## config.mk

```make
export PLATFORM = sky130hd
export DESIGN_NAME = ex_flag_stage
export DESIGN_NICKNAME = d
export VERILOG_FILES = /design/src/rtl/wisc_pkg.sv /design/src/rtl/br_cond_eval.sv /design/src/rtl/ex_flag_stage.sv
export SDC_FILE = /design/constraint.sdc
export NUM_CORES = 1
export LEC_CHECK = 0
export ABC_AREA = 1
export CAP_MARGIN = 40
export CORE_MARGIN = 4
export CORE_UTILIZATION = 43
export DETAILED_ROUTE_END_ITERATION = 12
export GPL_TIMING_DRIVEN = 0
export PLACE_DENSITY = 0.79
export RECOVER_POWER = 100
export SYNTH_ARGS = -nofsm -noshare
export SYNTH_HDL_FRONTEND = slang
export SYNTH_HIERARCHICAL = 1
export SYNTH_SLANG_ARGS = --single-unit
```

## constraint.sdc

```tcl
create_clock -name clk -period 2.3 [get_ports clk]
set_clock_uncertainty 0.2 [all_clocks]
set_input_delay 0.23 -clock clk [delete_from_list [all_inputs] [get_ports clk]]
set_output_delay 0.23 -clock clk [all_outputs]
set_load 0.005 [all_outputs]
```

## src/rtl/wisc_pkg.sv

```systemverilog
// Shared definitions for the execute/flag stage: condition codes, the flag bundle,
// the occupancy states and the held-entry layout.
package wisc_pkg;

  localparam logic [2:0] CC_NE = 3'b000;
  localparam logic [2:0] CC_EQ = 3'b001;
  localparam logic [2:0] CC_GT = 3'b010;
  localparam logic [2:0] CC_LT = 3'b011;
  localparam logic [2:0] CC_GE = 3'b100;
  localparam logic [2:0] CC_LE = 3'b101;
  localparam logic [2:0] CC_OV = 3'b110;
  localparam logic [2:0] CC_UN = 3'b111;

  localparam logic [7:0] OV_CNT_MAX = 8'hFF;

  typedef struct packed {
    logic z;
    logic n;
    logic v;
  } flags_t;

  typedef enum logic {
    ST_EMPTY = 1'b0,
    ST_FULL  = 1'b1
  } occ_state_e;

  typedef struct packed {
    logic [15:0] result;
    logic [3:0]  dst;
    logic        we;
    logic        set_zno;
    logic        set_z;
    flags_t      alu_fl;
    logic        br_taken;
    logic [15:0] br_pc;
  } entry_t;

  // Flags that result from committing an entry on top of the architectural set.
  // set_zno wins over set_z; with neither, the architectural flags pass through.
  function automatic flags_t apply_flags(input flags_t arch, input logic set_zno,
                                         input logic set_z, input flags_t alu);
    flags_t f;
    f = arch;
    if (set_zno) begin
      f = alu;
    end else if (set_z) begin
      f.z = alu.z;
    end
    return f;
  endfunction

endpackage

```

## src/rtl/br_cond_eval.sv

```systemverilog
// Combinational branch condition evaluation against a Z/N/V flag set.
module br_cond_eval
  import wisc_pkg::*;
(
  input  logic [2:0] cond,
  input  logic       z,
  input  logic       n,
  input  logic       v,
  output logic       taken
);

  always_comb begin
    taken = 1'b0;
    case (cond)
      CC_NE:   taken = ~z;
      CC_EQ:   taken = z;
      CC_GT:   taken = ~z & ~n;
      CC_LT:   taken = n;
      CC_GE:   taken = z | (~z & ~n);
      CC_LE:   taken = n | z;
      CC_OV:   taken = v;
      CC_UN:   taken = 1'b1;
      default: taken = 1'b0;
    endcase
  end

endmodule

```

## src/rtl/ex_flag_stage.sv

```systemverilog
// One-entry valid/ready stage that commits ALU flags on transfer and resolves branches on accept.
// Latency 1 cycle, full throughput; in_ready = empty | out_ready; flush beats transfer.
module ex_flag_stage
  import wisc_pkg::*;
(
  input  logic        clk,
  input  logic        rst_n,
  input  logic        in_valid,
  output logic        in_ready,
  input  logic [15:0] alu_out,
  input  logic        alu_zr,
  input  logic        alu_neg,
  input  logic        alu_ov,
  input  logic        set_zno,
  input  logic        set_z,
  input  logic        is_br,
  input  logic [2:0]  br_cond,
  input  logic [15:0] br_target,
  input  logic [3:0]  dst_in,
  input  logic        we_in,
  input  logic        flush,
  output logic        out_valid,
  input  logic        out_ready,
  output logic [15:0] out_result,
  output logic [3:0]  out_dst,
  output logic        out_we,
  output logic        br_taken,
  output logic [15:0] br_pc,
  output logic        flag_z,
  output logic        flag_n,
  output logic        flag_v,
  output logic [7:0]  ov_count
);

  occ_state_e state_q, state_d;
  entry_t     entry_q, entry_d;
  flags_t     arch_q, arch_d;
  logic [7:0] ov_q, ov_d;

  logic   accept;
  logic   xfer;
  logic   commit;
  logic   cond_taken;
  flags_t eff_fl;
  flags_t in_fl;

  assign in_ready = (state_q == ST_EMPTY) | out_ready;
  assign accept   = in_valid & in_ready & ~flush;
  assign xfer     = out_valid & out_ready;
  assign commit   = xfer & ~flush;
  assign in_fl    = '{z: alu_zr, n: alu_neg, v: alu_ov};

  // An accept while FULL always coincides with the held entry's transfer, so a
  // branch must see the flags that entry is about to commit.
  assign eff_fl = (state_q == ST_FULL)
                ? apply_flags(arch_q, entry_q.set_zno, entry_q.set_z, entry_q.alu_fl)
                : arch_q;

  br_cond_eval u_br_cond_eval (
    .cond  (br_cond),
    .z     (eff_fl.z),
    .n     (eff_fl.n),
    .v     (eff_fl.v),
    .taken (cond_taken)
  );

  always_comb begin
    state_d   = state_q;
    out_valid = (state_q == ST_FULL);
    if (flush) begin
      state_d = ST_EMPTY;
    end else if (accept) begin
      state_d = ST_FULL;
    end else if (xfer) begin
      state_d = ST_EMPTY;
    end
  end

  always_comb begin
    entry_d = entry_q;
    if (accept) begin
      entry_d.result   = alu_out;
      entry_d.dst      = dst_in;
      entry_d.we       = we_in;
      entry_d.set_zno  = set_zno;
      entry_d.set_z    = set_z;
      entry_d.alu_fl   = in_fl;
      entry_d.br_taken = is_br & cond_taken;
      entry_d.br_pc    = br_target;
    end
  end

  always_comb begin
    arch_d = arch_q;
    ov_d   = ov_q;
    if (commit) begin
      arch_d = apply_flags(arch_q, entry_q.set_zno, entry_q.set_z, entry_q.alu_fl);
      if (entry_q.set_zno && entry_q.alu_fl.v && (ov_q != OV_CNT_MAX)) begin
        ov_d = ov_q + 8'd1;
      end
    end
  end

  always_ff @(posedge clk or negedge rst_n) begin
    if (!rst_n) begin
      state_q <= ST_EMPTY;
      entry_q <= '0;
      arch_q  <= '0;
      ov_q    <= '0;
    end else begin
      state_q <= state_d;
      entry_q <= entry_d;
      arch_q  <= arch_d;
      ov_q    <= ov_d;
    end
  end

  assign out_result = entry_q.result;
  assign out_dst    = entry_q.dst;
  assign out_we     = entry_q.we;
  assign br_taken   = entry_q.br_taken;
  assign br_pc      = entry_q.br_pc;
  assign flag_z     = arch_q.z;
  assign flag_n     = arch_q.n;
  assign flag_v     = arch_q.v;
  assign ov_count   = ov_q;

endmodule

```

==> flow_summary.json <==
{
  "status": "completed",
  "holdPathEnd": "out_result[0]",
  "start_util_pct": 44.8,
  "netlist_top_cells_area": "dfrtp_1, nand2_1, buf_4",
  "critPathKind": "flop to flop",
  "multi_input_area_um2": 905,
  "overflow": 0,
  "cp_slowest_stage_delay_ns": 0.45,
  "reg2reg_from": "out_valid",
  "relSlewSlack_pct": 42.9,
  "vias": 2329,
  "drtIter0Drc": 56,
  "num-fill-cells": 512,
  "final.period_utilization_pct": 86.2,
  "ys.flop_type": "dfrtp_1",
  "pwr-share-clk_pct": 25.5,
  "hold_class": "input port to flop",
  "area_growth_pct": 45.3,
  "drive_gt1_share_pct": 11.7,
  "grt.total_usage_pct": 17.3,
  "grt_pass1_vias": 2301,
  "hp-start": "alu_out[0]",
  "totalPowerFinal_mw": 2.57,
  "post-route-min-period_ns": 1.98,
  "ant_nets": 0,
  "ys_async_sr_fraction_pct": 100,
  "p_comb_share_pct": 27.9,
  "vdd_drop_max_mv": 0.346,
  "synth_area_mm2": 0.00267,
  "synthesis.nets": 386,
  "antenna_found_initial": 0,
  "worst-r2r-cell-count": 6,
  "grt_pass1_wl_um": 10400,
  "power_density_mw_per_mm2": 664,
  "tightest_slew_ns": 0.857,
  "pwr-share-seq_pct": 46.6,
  "synth_top_area_share_pct": 51.6,
  "clockBufferDepth": 2,
  "fin_cells": 520,
  "final-seq-area_mm2": 0.00138,
  "cts_setup_buffers": 0,
  "critPathMaxFanout": 10,
  "cap_violations": 0,
  "chipHeight_um": 86.8,
  "dieArea_mm2": 0.00753,
  "switching_share_pct": 26.1,
  "coreArea_mm2": 0.00596,
  "hold_depth": 3,
  "fin_nets": 496,
  "reg2reg_to": "out_result[15]",
  "wl_per_cell_um": 12.0,
  "worst_ep_arrival_time_ns": 2.03,
  "place_congestion": 0.791,
  "p_sw_uw": 672,
  "path_delay_family": "buffers and inverters",
  "dieWidth_um": 86.8,
  "wl_um": 6230,
  "rsz0062_at_grt": "no",
  "seq_area_frac_synth_pct": 51.6,
  "synth-edff-count": 0,
  "leakage_nw": 2.07,
  "yosysTopAreaCell": "dfrtp_1",
  "crit_path_top_delay_cell": "dfrtp_1",
  "ys_ff_latch": 55,
  "syn_area_per_cell_um2": 7.99,
  "clock.fmax_mhz": 504,
  "crit_top_cell": "nand2_1",
  "ys_types": 18,
  "portBuffers": 101,
  "dr.pass1.iters": 4,
  "clk_latency_ns": 0.30,
  "grt_start_max_net_pins": 36,
  "worstPathCellList": "nand2_1, nand3_1, inv_1, clkbuf_1, nand2_1, nand2_1",
  "cp-start-kind": "flop",
  "drc": 0,
  "ios": 102,
  "setup-violations-final": 0,
  "cts_sinks": 55,
  "drv_slew": 0,
  "viasPerCell": 4.48,
  "hpwlAfterDp_um": 4780,
  "finalHoldViolations": 0,
  "required_ns": 2.35,
  "clock-root-buffer": "clkbuf_8",
  "dpl.cell_count": 511,
  "htreeDepth": 2,
  "end_kind": "flop",
  "worstPathBufferInverterCount": 2,
  "cts_tree": "done",
  "p_int_mw": 1.90,
  "yosys_warnings": 6,
  "syn-instance-count": 334,
  "reg2reg_slack_ns": 0.32,
  "rows": 28,
  "path_clk_slew_ns": 0.10,
  "cts_buffers": 5,
  "antenna_cells": 0
}
==> logic make-up after synthesis <==
logic type / Yosys count / share of synthesized area (%)
flip-flops: 55 / 51.6
adder cells (fa/ha/maj): 1 / 0.469
XOR/XNOR: 3 / 0.985
buffers and inverters: 60 / 13.9
AO/OA/AOI/OAI: 14 / 2.81
AND/OR/NAND/NOR: 201 / 30.3
==> synthesized netlist by cell type, drive strengths merged, types with 3 or more instances <==
master  instances
nand3           4
nand2         178
xor2            3
o21ai          12
nand4           3
nor2           12
nand3b          3
buf            44
dfrtp          55
inv            16
==> how the worst max path moves through the flow <==
stage,from,endpoint,slack [ns],cells past startpoint
6_report,out_valid,out_result[15],0.32,6
5_1_grt,out_valid,entry_q[18],0.12,6
4_1_cts,entry_q[21],br_taken,0.39,11
3_5_place_dp,out_ready,out_result[15],0.36,8
3_3_place_gp,rst_n,br_pc[2],-0.93,1
2_1_floorplan,entry_q[21],br_taken,0.68,11
==> worst reg2reg max path: stages, from the launching register on <==
cell and delay [ns]:
dfrtp_1 0.45, nand2_1 0.14, nand3_1 0.27, inv_1 0.28, clkbuf_1 0.41, nand2_1 0.11
nand2_1 0.08
==> cells in the final DEF (no fill, tap or decap) <==
cell,netlist,final
buf_2,8,4
buf_4,36,36
bufinv_16,0,1
clkbuf_1,0,4
clkbuf_2,0,2
clkbuf_8,0,6
clkdlybuf4s50_1,0,49
clkinv_2,0,1
dfrtp_1,55,55
dlygate4sd3_1,0,52
ha_1,1,1
inv_1,12,15
inv_2,4,1
nand2_1,178,178
nand3_1,2,4
nand3b_1,3,3
nand4_1,3,3
nor2_1,11,12
nor3_4,1,1
o21ai_0,12,12
o21bai_1,1,1
o31ai_1,1,1
xor2_1,3,3
==> per-layer routing <==
metal	vias to the layer above	track usage, %	routed length (µm)
li1	1196	-	-
met1	1054	22.1	2730
met2	70	28.8	2980
met3	9	4.18	418
met4	0	5.81	96
met5	-	0	0
==> registers in the layout, indices dropped and copies added (netlist names) <==
register / cells
br_taken: 1
flag_v: 1
ov_count: 8
out_dst: 4
out_we: 1
br_pc: 16
out_result: 16
out_valid: 1
flag_z: 1
flag_n: 1
entry_q: 5
==> power by group through the flow <==
stage / Clock, mW / Sequential, mW / Combinational, mW
2_1_floorplan: 0 / 1.20 / 0.358
3_3_place_gp: 0 / 1.22 / 0.767
3_5_place_dp: 0 / 1.22 / 0.791
4_1_cts: 0.677 / 1.20 / 0.798
5_1_grt: 0.718 / 1.22 / 0.808
6_report: 0.656 / 1.20 / 0.720
==> layout make-up <==
class | count | area share (%)
plain buffers | 44 | 7.87
clock buffers | 6 | 2.13
clock inverters | 2 | 0.903
inverters | 16 | 1.55
multi-input cells | 219 | 23.3
flip-flops and latches | 55 | 35.5
well taps | 75 | 2.42
repair buffers | 103 | 26.3
==> per-stage QoR <==
step / setup slack, ns / TNS, ns / instance area [µm²] / hold slack, ns / util, %
after global routing: 0.120 / 0 / 3880 / 0.238 / 65.1
after detailed placement: 0.361 / 0 / 3800 / 0.171 / 63.7
after global placement: -0.929 / -50.93 / 3770 / 0.261 / 63.4
final: 0.317 / 0 / 3880 / 0.246 / 65.1
after floorplan: 0.682 / 0 / 2670 / -0.266 / -
after CTS: 0.389 / 0 / 3920 / 0.236 / 65.9
==> timing repair <==
| action | in CTS | in global routing |
|---|---|---|
| resized for setup | 0 | 0 |
| hold buffers | 1 | 0 |
| endpoints found under the hold margin | 34 | 0 |
Power figures use the tool's default switching activity.
